`config.mk`:
```
export PLATFORM = sky130hd
export DESIGN_NAME = traffic_light_monitor
export DESIGN_NICKNAME = d
export VERILOG_FILES = /design/src/rtl/traffic_light_monitor.sv
export SDC_FILE = /design/constraint.sdc
export NUM_CORES = 1
export LEC_CHECK = 0
export CAP_MARGIN = 20
export CORE_AREA = 2 2 93 95
export DETAILED_ROUTE_END_ITERATION = 12
export DIE_AREA = 0 0 95 97
export GPL_ROUTABILITY_DRIVEN = 0
export SLEW_MARGIN = 20
export SYNTH_ARGS = -nofsm -noshare
export SYNTH_HDL_FRONTEND = slang
export SYNTH_SLANG_ARGS = --single-unit
```
`constraint.sdc`:
```
create_clock -name clk -period 2.7 [get_ports clk]
set_clock_uncertainty 0.2 [all_clocks]
set_input_delay 0.405 -clock clk [delete_from_list [all_inputs] [get_ports clk]]
set_output_delay 0.405 -clock clk [all_outputs]
set_load 0.01 [all_outputs]
```
`src/rtl/traffic_light_monitor.sv`:
```
// Protocol checker for a two-direction traffic light: tracks each direction's lamp
// phase and flags encoding, conflict, ordering and phase-duration violations.
module traffic_light_monitor #(
    parameter int unsigned YELLOW_LEN = 5,
    parameter int unsigned MIN_GREEN  = 10,
    parameter int unsigned CNT_W      = 8,
    parameter int unsigned ERR_CNT_W  = 8
) (
    input  logic                 clk,
    input  logic                 reset_n,
    input  logic                 enable,
    input  logic                 clear_err,
    input  logic                 Ga,
    input  logic                 Ya,
    input  logic                 Ra,
    input  logic                 Gb,
    input  logic                 Yb,
    input  logic                 Rb,
    output logic                 err,
    output logic [2:0]           err_code,
    output logic                 err_pulse,
    output logic [ERR_CNT_W-1:0] err_count
);

    typedef enum logic [1:0] {PH_G, PH_Y, PH_R} phase_e;

    typedef enum logic [2:0] {
        ERR_NONE       = 3'd0,
        ERR_ENCODING   = 3'd1,
        ERR_CONFLICT   = 3'd2,
        ERR_ORDER      = 3'd3,
        ERR_YELLOW_LEN = 3'd4,
        ERR_MIN_GREEN  = 3'd5
    } err_code_e;

    typedef struct packed {
        phase_e           phase;
        logic             prev_valid;
        logic             partial;
        logic [CNT_W-1:0] run;
    } dir_state_t;

    localparam logic [CNT_W-1:0]     YEL_LEN_C   = CNT_W'(YELLOW_LEN);
    localparam logic [CNT_W-1:0]     MIN_GREEN_C = CNT_W'(MIN_GREEN);
    localparam logic [CNT_W-1:0]     RUN_ONE     = CNT_W'(1);
    localparam logic [ERR_CNT_W-1:0] ERR_ONE     = ERR_CNT_W'(1);

    // Input sample stage: lamps are registered first, so checks see the previous edge's sample.
    logic [1:0][2:0]      lamps_q;
    logic                 sample_en_q;

    dir_state_t           dir_q [2];
    dir_state_t           dir_d [2];
    logic                 legal [2];
    phase_e               cur   [2];
    logic [5:1]           viol;
    logic                 viol_any;
    logic [2:0]           first_code;

    logic                 err_q, err_d;
    logic [2:0]           err_code_q, err_code_d;
    logic                 err_pulse_q, err_pulse_d;
    logic [ERR_CNT_W-1:0] err_count_q, err_count_d;

    always_comb begin
        for (int d = 0; d < 2; d++) begin
            legal[d] = (lamps_q[d] == 3'b100) || (lamps_q[d] == 3'b010) || (lamps_q[d] == 3'b001);
            cur[d]   = lamps_q[d][2] ? PH_G : (lamps_q[d][1] ? PH_Y : PH_R);
        end
    end

    // NOTE: every combinational output gets a default first so no path can infer a latch.
    always_comb begin
        dir_d = dir_q;
        viol  = '0;
        for (int d = 0; d < 2; d++) begin
            if (!sample_en_q) begin
                dir_d[d].prev_valid = 1'b0;
            end else if (!legal[d]) begin
                viol[ERR_ENCODING]  = 1'b1;
                dir_d[d].prev_valid = 1'b0;
            end else if (!dir_q[d].prev_valid) begin
                // Resync: history is unknown, so duration/order checks wait for a clean change.
                dir_d[d].phase      = cur[d];
                dir_d[d].prev_valid = 1'b1;
                dir_d[d].partial    = 1'b1;
                dir_d[d].run        = RUN_ONE;
            end else if (cur[d] == dir_q[d].phase) begin
                if (dir_q[d].run != '1) begin
                    dir_d[d].run = dir_q[d].run + RUN_ONE;
                end
                if (!dir_q[d].partial && cur[d] == PH_Y && dir_q[d].run == YEL_LEN_C) begin
                    viol[ERR_YELLOW_LEN] = 1'b1;
                end
            end else begin
                dir_d[d].phase   = cur[d];
                dir_d[d].partial = 1'b0;
                dir_d[d].run     = RUN_ONE;
                if (!dir_q[d].partial) begin
                    if (!((dir_q[d].phase == PH_G && cur[d] == PH_Y) ||
                          (dir_q[d].phase == PH_Y && cur[d] == PH_R) ||
                          (dir_q[d].phase == PH_R && cur[d] == PH_G))) begin
                        viol[ERR_ORDER] = 1'b1;
                    end
                    if (dir_q[d].phase == PH_Y && dir_q[d].run < YEL_LEN_C) begin
                        viol[ERR_YELLOW_LEN] = 1'b1;
                    end
                    if (dir_q[d].phase == PH_G && cur[d] == PH_Y && dir_q[d].run < MIN_GREEN_C) begin
                        viol[ERR_MIN_GREEN] = 1'b1;
                    end
                end
            end
        end
        if (sample_en_q && legal[0] && legal[1] && cur[0] != PH_R && cur[1] != PH_R) begin
            viol[ERR_CONFLICT] = 1'b1;
        end
    end

    always_comb begin
        first_code = ERR_NONE;
        for (int c = 5; c >= 1; c--) begin
            if (viol[c]) begin
                first_code = 3'(c);
            end
        end
        viol_any = |viol;

        err_d       = err_q;
        err_code_d  = err_code_q;
        err_count_d = err_count_q;
        err_pulse_d = viol_any;
        if (clear_err) begin
            // A violation landing on the clearing edge survives the clear.
            err_d       = viol_any;
            err_code_d  = viol_any ? first_code : ERR_NONE;
            err_count_d = viol_any ? ERR_ONE : '0;
        end else if (viol_any) begin
            err_d = 1'b1;
            if (!err_q) begin
                err_code_d = first_code;
            end
            if (err_count_q != '1) begin
                err_count_d = err_count_q + ERR_ONE;
            end
        end
    end

    // NOTE: state registers use non-blocking assignments only; all next-state math lives above.
    always_ff @(posedge clk) begin
        if (!reset_n) begin
            lamps_q     <= '0;
            sample_en_q <= 1'b0;
            for (int d = 0; d < 2; d++) begin
                dir_q[d] <= '0;
            end
            err_q       <= 1'b0;
            err_code_q  <= ERR_NONE;
            err_pulse_q <= 1'b0;
            err_count_q <= '0;
        end else begin
            lamps_q     <= {{Gb, Yb, Rb}, {Ga, Ya, Ra}};
            sample_en_q <= enable;
            dir_q       <= dir_d;
            err_q       <= err_d;
            err_code_q  <= err_code_d;
            err_pulse_q <= err_pulse_d;
            err_count_q <= err_count_d;
        end
    end

    assign err       = err_q;
    assign err_code  = err_code_q;
    assign err_pulse = err_pulse_q;
    assign err_count = err_count_q;

endmodule
```
# --- Word level (Yosys, flattened, before mapping) ---
# Index checks and enable logic that the tools add are counted.
word_totals:
  output_inout_bits: 13
  elab_cells: 152
  reg_bits: 44
  input_bits: 10
op_classes:
  order_cmp: 4
  n_reduce_logical: 42
  eq_ne: 28
  muxes: 60
  add_sub_neg: 3
op_table:
  columns: ["cell", "n"]
  rows:
  - ["8-bit two-way mux", 7]
  - ["3-bit two-way mux", 17]
  - ["1-bit two-way mux", 26]
  - ["8-bit by 1-bit adder with 8-bit output (second input constant)", 3]
  - ["8-bit inequality test (second input constant)", 3]
  - ["1-bit logical AND", 18]
  - ["9-bit two-way mux", 2]
  - ["8-bit by 3-bit == test with 1-bit output (second input constant)", 2]
  - ["8-bit by 3-bit less-than comparator with 1-bit output (second input constant)", 2]
  - ["8-bit by 4-bit less-than comparator with 1-bit output (second input constant)", 2]
  - ["2-bit two-way mux", 8]
  - ["3-bit AND reduction", 4]
  - ["2-bit inequality test (second input constant)", 5]
  - ["2-bit by 1-bit == test with 1-bit output (second input constant)", 4]
  - ["2-bit == test (second input constant)", 4]
  - ["2-bit zero test", 4]
  - ["1-bit logical OR", 8]
  - ["3-bit by 1-bit == test with 1-bit output (second input constant)", 2]
  - ["3-bit by 2-bit == test with 1-bit output (second input constant)", 2]
  - ["3-bit == test (second input constant)", 2]
  - ["3-bit by 2-bit inequality test with 1-bit output (second input constant)", 2]
  - ["2-bit AND reduction", 3]
  - ["5-bit OR reduction", 1]
  - ["2-bit == test", 2]
  - ["2 further kinds", 4]

# --- Depth between registers and ports, before layout ---
# Gate-level depths: netlist of the first run.
logic_depth:
  ltp_word: 26
  ltp_mapped: 8
  depth_no_buf: 7

# --- Worst setup path after synthesis of the first run ---
# OpenSTA, ideal clock, no wires.
synth_path:
  path_kind: "reg2reg"
  from: "register dir_q[16] (netlist name)"
  to: "register err_count_q[4] (netlist: err_count[4])"
  required_ns: 2.428
  arrival_time_ns: 2.260
  stages_incl_launch_ff: 8
  period_less_slack_ns: 2.531
  setup_time_ns: 0.072
  path_buffers: 1
  path_slack_ns: 0.169
  cell_sequence: "dfxtp_1 or4_1 or4_4 nor4_2 o31ai_1 buf_6 a21oi_1 mux2i_1"
synth_via:
  elab_chain_len: 17
  word_cells_on_any_way: 27
  cone_classes: "order compare (2); eq/ne (1); mux (18); reduce/logical (6)"
synth_rtl:
  columns: ["item", "line", "text"]
  rows:
  - ["start: declaration", "52", "dir_state_t dir_q [2];"]
  - ["start signal: assignment", "163", "dir_q <= dir_d;"]
  - ["8-bit by 3-bit less-than comparator with 1-bit output / 8-bit by 4-bit less-than comparator with 1-bit output (equally long branches)", "105, 108", null]
  - ["1-bit logical AND, on equally long branches", "105, 108", null]
  - ["1-bit two-way mux, on equally long branches", "105, 108", null]
  - ["3-bit two-way mux", "99", "if (!dir_q[d].partial) begin"]
  - ["1-bit two-way mux", "88", "end else if (cur[d] == dir_q[d].phase) begin"]
  - ["3-bit two-way mux (*)", "82", "end else if (!dir_q[d].prev_valid) begin"]
  - ["3-bit two-way mux (*)", "79", "end else if (!legal[d]) begin"]
  - ["3-bit two-way mux (*)", "77", "if (!sample_en_q) begin"]
  - ["1-bit two-way mux, on equally long branches", "105, 108", null]
  - ["3-bit two-way mux", "99", null]
  - ["1-bit two-way mux", "88", null]
  - ["3-bit two-way mux", "82", null]
  - ["3-bit two-way mux", "79", null]
  - ["3-bit two-way mux (*)", "77", null]
  - ["5-bit OR reduction (*)", "126", "viol_any = |viol;"]
  - ["2-bit nonzero test (no line) (*)", null, null]
  - ["2-bit AND reduction (no line) (*)", null, null]
  - ["end signal: assignment", "167", "err_count_q <= err_count_d;"]
  - ["end: declaration", "63", "logic [ERR_CNT_W-1:0] err_count_q, err_count_d;"]
# Every way passes the cells marked *; elsewhere a longest branch is shown, timed or not.
# A chain may end at the register's enable or synchronous reset.

# --- Final worst setup path of the first run ---
layout_path:
  from: "register dir_q[17] (netlist name)"
  to: "register err_count_q[7] (netlist: err_count[7])"
# Same word-level chain as after synthesis.

==> results of run 1 <==
power groups by stage:
stage	registers [W]	logic (W)	clock network (W)
floorplan	0.000693	0.0000892	0
finish	0.000684	0.000144	0.000427
global route	0.000688	0.000160	0.000474
detailed placement	0.000699	0.000139	0
global placement	0.000699	0.000136	0
CTS	0.000684	0.000140	0.000448
metal layers:
layer	track usage (%)	wire length, um
met5	0	0
met4	6.13	125
met3	2.73	180
met2	21.3	2720
met1	18.3	2900
worst register-to-register path, stage by stage (launching register included):
cell and delay [ns]:
dfxtp_1 0.35, or4_1 0.51, or4_4 0.48, o32ai_4 0.26, o31ai_1 0.10, buf_4 0.20, a21oi_1 0.17, mux2i_1 0.20
sequential cells by signal (all words and copies together), names as in the netlist:
register,count
dir_q,24
err_code,3
err,1
err_pulse,1
lamps_q,6
err_count,8
sample_en_q,1
worst max-delay path by stage:
stage                    start           end  slack [ns]  cells after the start
floorplan            dir_q[16]  err_count[4]        0.17                      7
global placement     dir_q[17]  err_count[1]        0.14                      7
detailed placement   dir_q[17]  err_count[1]        0.07                      7
CTS                  dir_q[17]  err_count[1]        0.05                      7
global route        lamps_q[1]  err_count[0]        0.01                      7
finish               dir_q[17]  err_count[7]        0.17                      7
kinds of logic (layout without fill, tap and decap cells):
kind of cell	Yosys count	in the layout	synth area share, %
simple gates	119	119	27.3
compound gates	73	73	21.2
flops	44	44	36.4
buf+inv	27	56	4.60
xor+xnor	11	11	3.98
fa+ha+maj	7	7	3.62
mux	7	7	2.89
layout by cell type (no fill, tap or decap), drive strengths merged, types with 5 or more instances in the layout:
master          n
clkdlybuf4s50  22
o21ai          10
a21oi          18
or3             5
nand3          10
nor2b           6
nand4           8
nand2          28
inv            14
clkbuf          8
and2            9
and3            5
mux2i           7
dfxtp          44
ha              7
xor2            7
or4             5
buf            12
nor2           19
layout make-up:
class                           instances  area (sq um)  area share, %
Timing Repair Buffer                   34           310           10.5
Multi-Input combinational cell        217          1480           50.3
Sequential cell                        44           881           29.9
Tap cell                              105           131           4.45
Inverter                               14          52.6           1.78
Clock buffer                            8          90.1           3.05
what timing repair did:
| action | CTS | global route |
|---|---|---|
| gates resized for setup | 0 | 12 |
| hold buffers | 0 | 0 |
| endpoints found under the setup margin | 0 | 8 |
| endpoints found under the hold margin | 0 | 0 |
| buffers inserted | 0 | 0 |
synthesized netlist by cell type, drive strengths merged (6+ instances only):
cell    number  area (sq um)
clkbuf      10          37.5
ha           7          87.6
inv         14          52.6
o21ai       10          50.1
nand3       10          50.1
nand4        8          50.1
a21oi       18          90.1
nor2b        6          37.5
and2         9          56.3
dfxtp       44           881
xor2         7          61.3
nor2        19          71.3
nand2       28           105
mux2i        7          70.1
metrics by stage:
stage | std cells | total power, W | instance area (sq um) | setup WS, ns
6_report | 422 | 0.00126 | 2950 | 0.170
3_3_place_gp | 414 | 0.000835 | 2810 | 0.139
3_5_place_dp | 414 | 0.000838 | 2810 | 0.0726
4_1_cts | 422 | 0.00127 | 2900 | 0.0526
2_1_floorplan | 288 | 0.000782 | 2420 | 0.169
5_1_grt | 422 | 0.00132 | 2950 | 0.0115
==> metrics.yaml, run 1 <==
routing:
  vias_per_cell: 5.24
  drt_iter0_drc: 117
  firstDrtPassIters: 5
  wl_per_cell_um: 14.0
  vias: 2211
  routed_wl_mm: 5.93
  ant_nets: 0
  drc: 0
worst_setup_path:
  crit_fanout: 13
  r2r_cells: 7
  critPathMaxStageDelay_ns: 0.51
  path_cells: "or4_1 > or4_4 > o32ai_4 > o31ai_1 > buf_4 > a21oi_1 > mux2i_1"
  crit_arrival_ns: 2.56
  worst_setup_path_end_kind: "flip-flop"
  crit_type: "flip-flop to flip-flop"
  r2r-end: "err_count[7]"
  r2r_start: "dir_q[17]"
  worst_ep_required_time_ns: 2.73
  crit_buf_inv: 1
  startpoint_type: "flip-flop"
  cp_slowest_cell: "or4_1"
  crit_family: "simple AND/OR/NAND/NOR gates"
  r2r_setup_slack_ns: 0.17
final_layout:
  final_layout_size_suffix_gt1_share_pct: 10.4
  area_delta_synth_final_pct: 21.7
  fill_cells: 846
  layout.nets: 333
  utilization_pct: 36.3
  diodes: 0
timing:
  slew_headroom_pct: 57.1
  period_needed_ns: 2.53
  fin_setup_tns_ns: 0
  worst_pin_slew_ns: 0.642
  finalMaxSlewViolations: 0
  fin_crit_sh_pct: 93.7
  hold_slack_ns: 0.279
  grt_setup_unrepaired: "no"
  finalSetupViolCount: 0
  hold_viol_final: 0
  fmax_mhz: 395
logic_synthesis:
  synth-main-ff-cell: "dfxtp_1"
  ys_ff_latch: 44
  syn-num-nets: 305
  synth_cells: 288
  synth_edf_count: 0
  synth.cell_area_sq_mm: 0.00242
  ys_async_sr_fraction_pct: 0
  avgSynthCellArea_sq_um: 8.41
  synth_cell_types: 59
  synth_warnings: 0
  seq_area_frac_synth_pct: 36.4
hold_path:
  hold_end: "err_code[0]"
  min-delay-start: "err_code[0]"
  whs_path_depth: 2
  hp-class: "flip-flop to flip-flop"
die:
  die_h_um: 97
  dieArea_sq_mm: 0.00922
  start_util_pct: 29.8
  io_pins: 23
  coreArea_sq_mm: 0.00813
  die-width_um: 95
  rows: 33
outcome:
  status: "complete, no violations"
power_and_ir_drop:
  netSwitchingFraction_pct: 25.3
  intPower_w: 0.000938
  switchingPower_w: 0.000318
  power.density_mw_per_mm2: 426
  p_comb_share_pct: 11.5
  power_leakage_nw: 1.00
  clockPowerShare_pct: 34.0
  ir_drop_v: 0.000175
  seqPwrFrac_pct: 54.5
clock_network:
  cts_root_buffer: "clkbuf_8"
  clock_sinks: 44
  numCtsBuffers: 5
  cts_tree: "built"
  insertion_delay_ns: 0.30
  clockBufferDepth: 2
  cts_htree_levels: 2
  clk_pin_slew_ns: 0.08
placed_design:
  io_buffers: 22
  hpwl_mm: 4.16
global_routing:
  antenna_found_initial: 0
  grt_pass1_wl_mm: 10.1
  grt_start_max_net_pins: 23
  grt_use_total_pct: 13.7
  grt_pass1_vias: 2176
  overflow: 0
flow_run:
  max_cap_viol_count: 0
(Power assumes the default switching activity.)
==> inputs of run 2 (changes only) <==
--- a/config.mk
+++ b/config.mk
@@ -6,10 +6,12 @@
 export NUM_CORES = 1
 export LEC_CHECK = 0
 export CAP_MARGIN = 20
-export CORE_AREA = 2 2 93 95
+export CORE_AREA = 2 2 73 75
 export DETAILED_ROUTE_END_ITERATION = 12
-export DIE_AREA = 0 0 95 97
+export DIE_AREA = 0 0 75 77
 export GPL_ROUTABILITY_DRIVEN = 0
+export PLACE_DENSITY = 0.72
+export SETUP_SLACK_MARGIN = 0.02
 export SLEW_MARGIN = 20
 export SYNTH_ARGS = -nofsm -noshare
 export SYNTH_HDL_FRONTEND = slang
==> run 2 against run 1 <==
Non-clock buffer count did not move. Combinational power decreased by 3%. Register-to-register slack got worse by 0.06 ns. Core utilization rose by 23 points. Critical path depth unchanged. Design area fell by 0.38%. Flip-flop and latch count did not move. Wire length is 7.1% lower. Largest cell class unchanged. Highest routed layer unchanged.
==> metrics.yaml, run 2 (synthesized netlist as in run 1, its figures left out) <==
final_layout:
  final_cells: 387  # was 422
  final_layout_size_suffix_gt1_share_pct: 10.4  # unchanged
  top_register: "dir_q"  # unchanged
  mostFrequentLayoutCell: "dfxtp_1"  # unchanged
  fill_cells: 448  # was 846
  area_delta_synth_final_pct: 21.3  # was 21.7%
  layout.nets: 333  # unchanged
  diodes: 0  # unchanged
  final_cell_mix: "dfxtp_1, nand2_1, clkdlybuf4s50_1, nor2_1, a21oi_1"  # unchanged
  fin_area_sq_mm: 0.00294  # was 0.00295 sq mm
  largest_reg_flops: 24  # unchanged
routing:
  ant_nets: 0  # unchanged
  drt_iter0_drc: 114  # was 117
  wl_per_cell_um: 14.2  # was 14.0 um
  routed_wl_mm: 5.50  # was 5.93 mm
  drc: 0  # unchanged
  vias: 2164  # was 2211
  vias_per_cell: 5.59  # was 5.24
  firstDrtPassIters: 4  # was 5
hold_path:
  min-delay-start: "err_code[0]"  # unchanged
  hp-class: "flip-flop to flip-flop"  # unchanged
global_routing:
  use_met3_pct: 3.68  # was 2.73%
  grt_pass1_vias: 1973  # was 2176
  grt_use_total_pct: 19.9  # was 13.7%
  grt_start_max_net_pins: 21  # was 23
  grt_use_met2_pct: 30.9  # was 21.3%
  antenna_found_initial: 0  # unchanged
  grt.busiest_layer: "met2"  # unchanged
  grt.met1_usage_pct: 27.1  # was 18.3%
  grt_pass1_wl_mm: 9.09  # was 10.1 mm
  overflow: 0  # unchanged
timing:
  finalSetupViolCount: 0  # unchanged
  period_needed_ns: 2.59  # was 2.53 ns
  grt_setup_unrepaired: "yes"  # was no
  finalMaxSlewViolations: 0  # unchanged
  fmax_mhz: 386  # was 395 MHz
  fin_crit_sh_pct: 95.8  # was 93.7%
  fin_setup_tns_ns: 0  # unchanged
  slew_headroom_pct: 55.6  # was 57.1%
  hold_viol_final: 0  # unchanged
  worst_pin_slew_ns: 0.649  # was 0.642 ns
  hold_slack_ns: 0.294  # was 0.279 ns
worst_setup_path:
  crit_fanout: 13  # unchanged
  crit_type: "flip-flop to flip-flop"  # unchanged
  startpoint_type: "flip-flop"  # unchanged
  r2r_setup_slack_ns: 0.11  # was 0.17 ns
  worst_ep_required_time_ns: 2.73  # about the same
  r2r_start: "dir_q[17]"  # unchanged
  crit_arrival_ns: 2.62  # was 2.56 ns
  critical_path.startpoint: "dir_q[17]"  # unchanged
  worst_setup_path_end_kind: "flip-flop"  # unchanged
die:
  start_util_pct: 48.7  # was 29.8%
  rows: 26  # was 33
  coreArea_sq_mm: 0.00498  # was 0.00813 sq mm
  die_h_um: 77  # was 97 um
  io_pins: 23  # unchanged
  die-width_um: 75  # was 95 um
  dieArea_sq_mm: 0.00578  # was 0.00922 sq mm
clock_network:
  cts_htree_levels: 2  # unchanged
  numCtsBuffers: 5  # unchanged
  cts_tree: "built"  # unchanged
  clockBufferDepth: 2  # unchanged
  cts_setup_buffers: 0  # unchanged
  clock_sinks: 44  # unchanged
  insertion_delay_ns: 0.30  # about the same
  cts_root_buffer: "clkbuf_8"  # unchanged
  clk_pin_slew_ns: 0.08  # about the same
power_and_ir_drop:
  power_leakage_nw: 1.02  # was 1.00 nW
  ir_drop_v: 0.000222  # was 0.000175 V
  power.density_mw_per_mm2: 467  # was 426 mW/mm^2
  power.total_w: 0.00137  # was 0.00126 W
placed_design:
  placed_area_sq_mm: 0.00276  # was 0.00281 sq mm
  hpwl_mm: 3.65  # was 4.16 mm
  dp_cells: 379  # was 414
  io_buffers: 22  # unchanged
outcome:
  status: "complete, no violations"  # unchanged
flow_run:
  max_cap_viol_count: 0  # unchanged
[run 2: changes by cell type in the layout (fill, tap and decap cells not counted)]
cell / delta
a41o_2: -1
clkbuf_1: -2
a2111oi_1: +1
clkbuf_8: +1
a21oi_2: -1
a21oi_1: +1
a2111oi_0: -1
bufinv_16: +1
a41o_1: +1
[run 2: final timing paths]
path                                endpoint  cells past startpoint
worst max-delay path            err_count[4]                      7
worst min-delay path             err_code[0]                      2
worst max register to register  err_count[4]                      7
worst min register to register   err_code[0]                      2
[run 2: layer usage]
layer	vias to the layer above	part of all wire, %
met1	1015	47
met3	7	3.9
met2	30	48
met4	0	1.4
met5	-	0
li1	1112	-
[run 2: power by group]
part	internal (W)	switching (W)
registers	0.000665	0.0000199
clock network	0.000326	0.000220
logic	0.0000628	0.0000769
[run 2: worst max-delay path, stage by stage, from the launching register on]
cell,delay [ns]
dfxtp_1,0.35
or4_1,0.53
or4_4,0.47
o32ai_4,0.30
o31ai_1,0.10
buf_4,0.20
a21oi_1,0.16
mux2i_1,0.20
[run 2: timing repair]
action,4_1_cts,5_1_grt
endpoints found under the setup margin,0,8
gates resized for setup,0,11
hold buffers,0,0
[run 2: area by class of cell]
| type | count | area, sq um | share of cell area [%] |
|---|---|---|---|
| Clock inverter | 1 | 30.0 | 1.02 |
| Clock buffer | 7 | 96.3 | 3.28 |
| Multi-Input combinational cell | 217 | 1480 | 50.4 |
| Sequential cell | 44 | 881 | 30.0 |
| Tap cell | 70 | 87.6 | 2.98 |
| Timing Repair Buffer | 34 | 310 | 10.6 |
| Inverter | 14 | 52.6 | 1.79 |
[run 2: stage by stage]
step / utilization [%] / setup WS [ns]
2_1_floorplan: - / 0.169
3_3_place_gp: 55.5 / 0.141
3_5_place_dp: 55.5 / 0.0850
4_1_cts: 58.0 / 0.0613
5_1_grt: 59.0 / 0.0155
6_report: 59.0 / 0.112
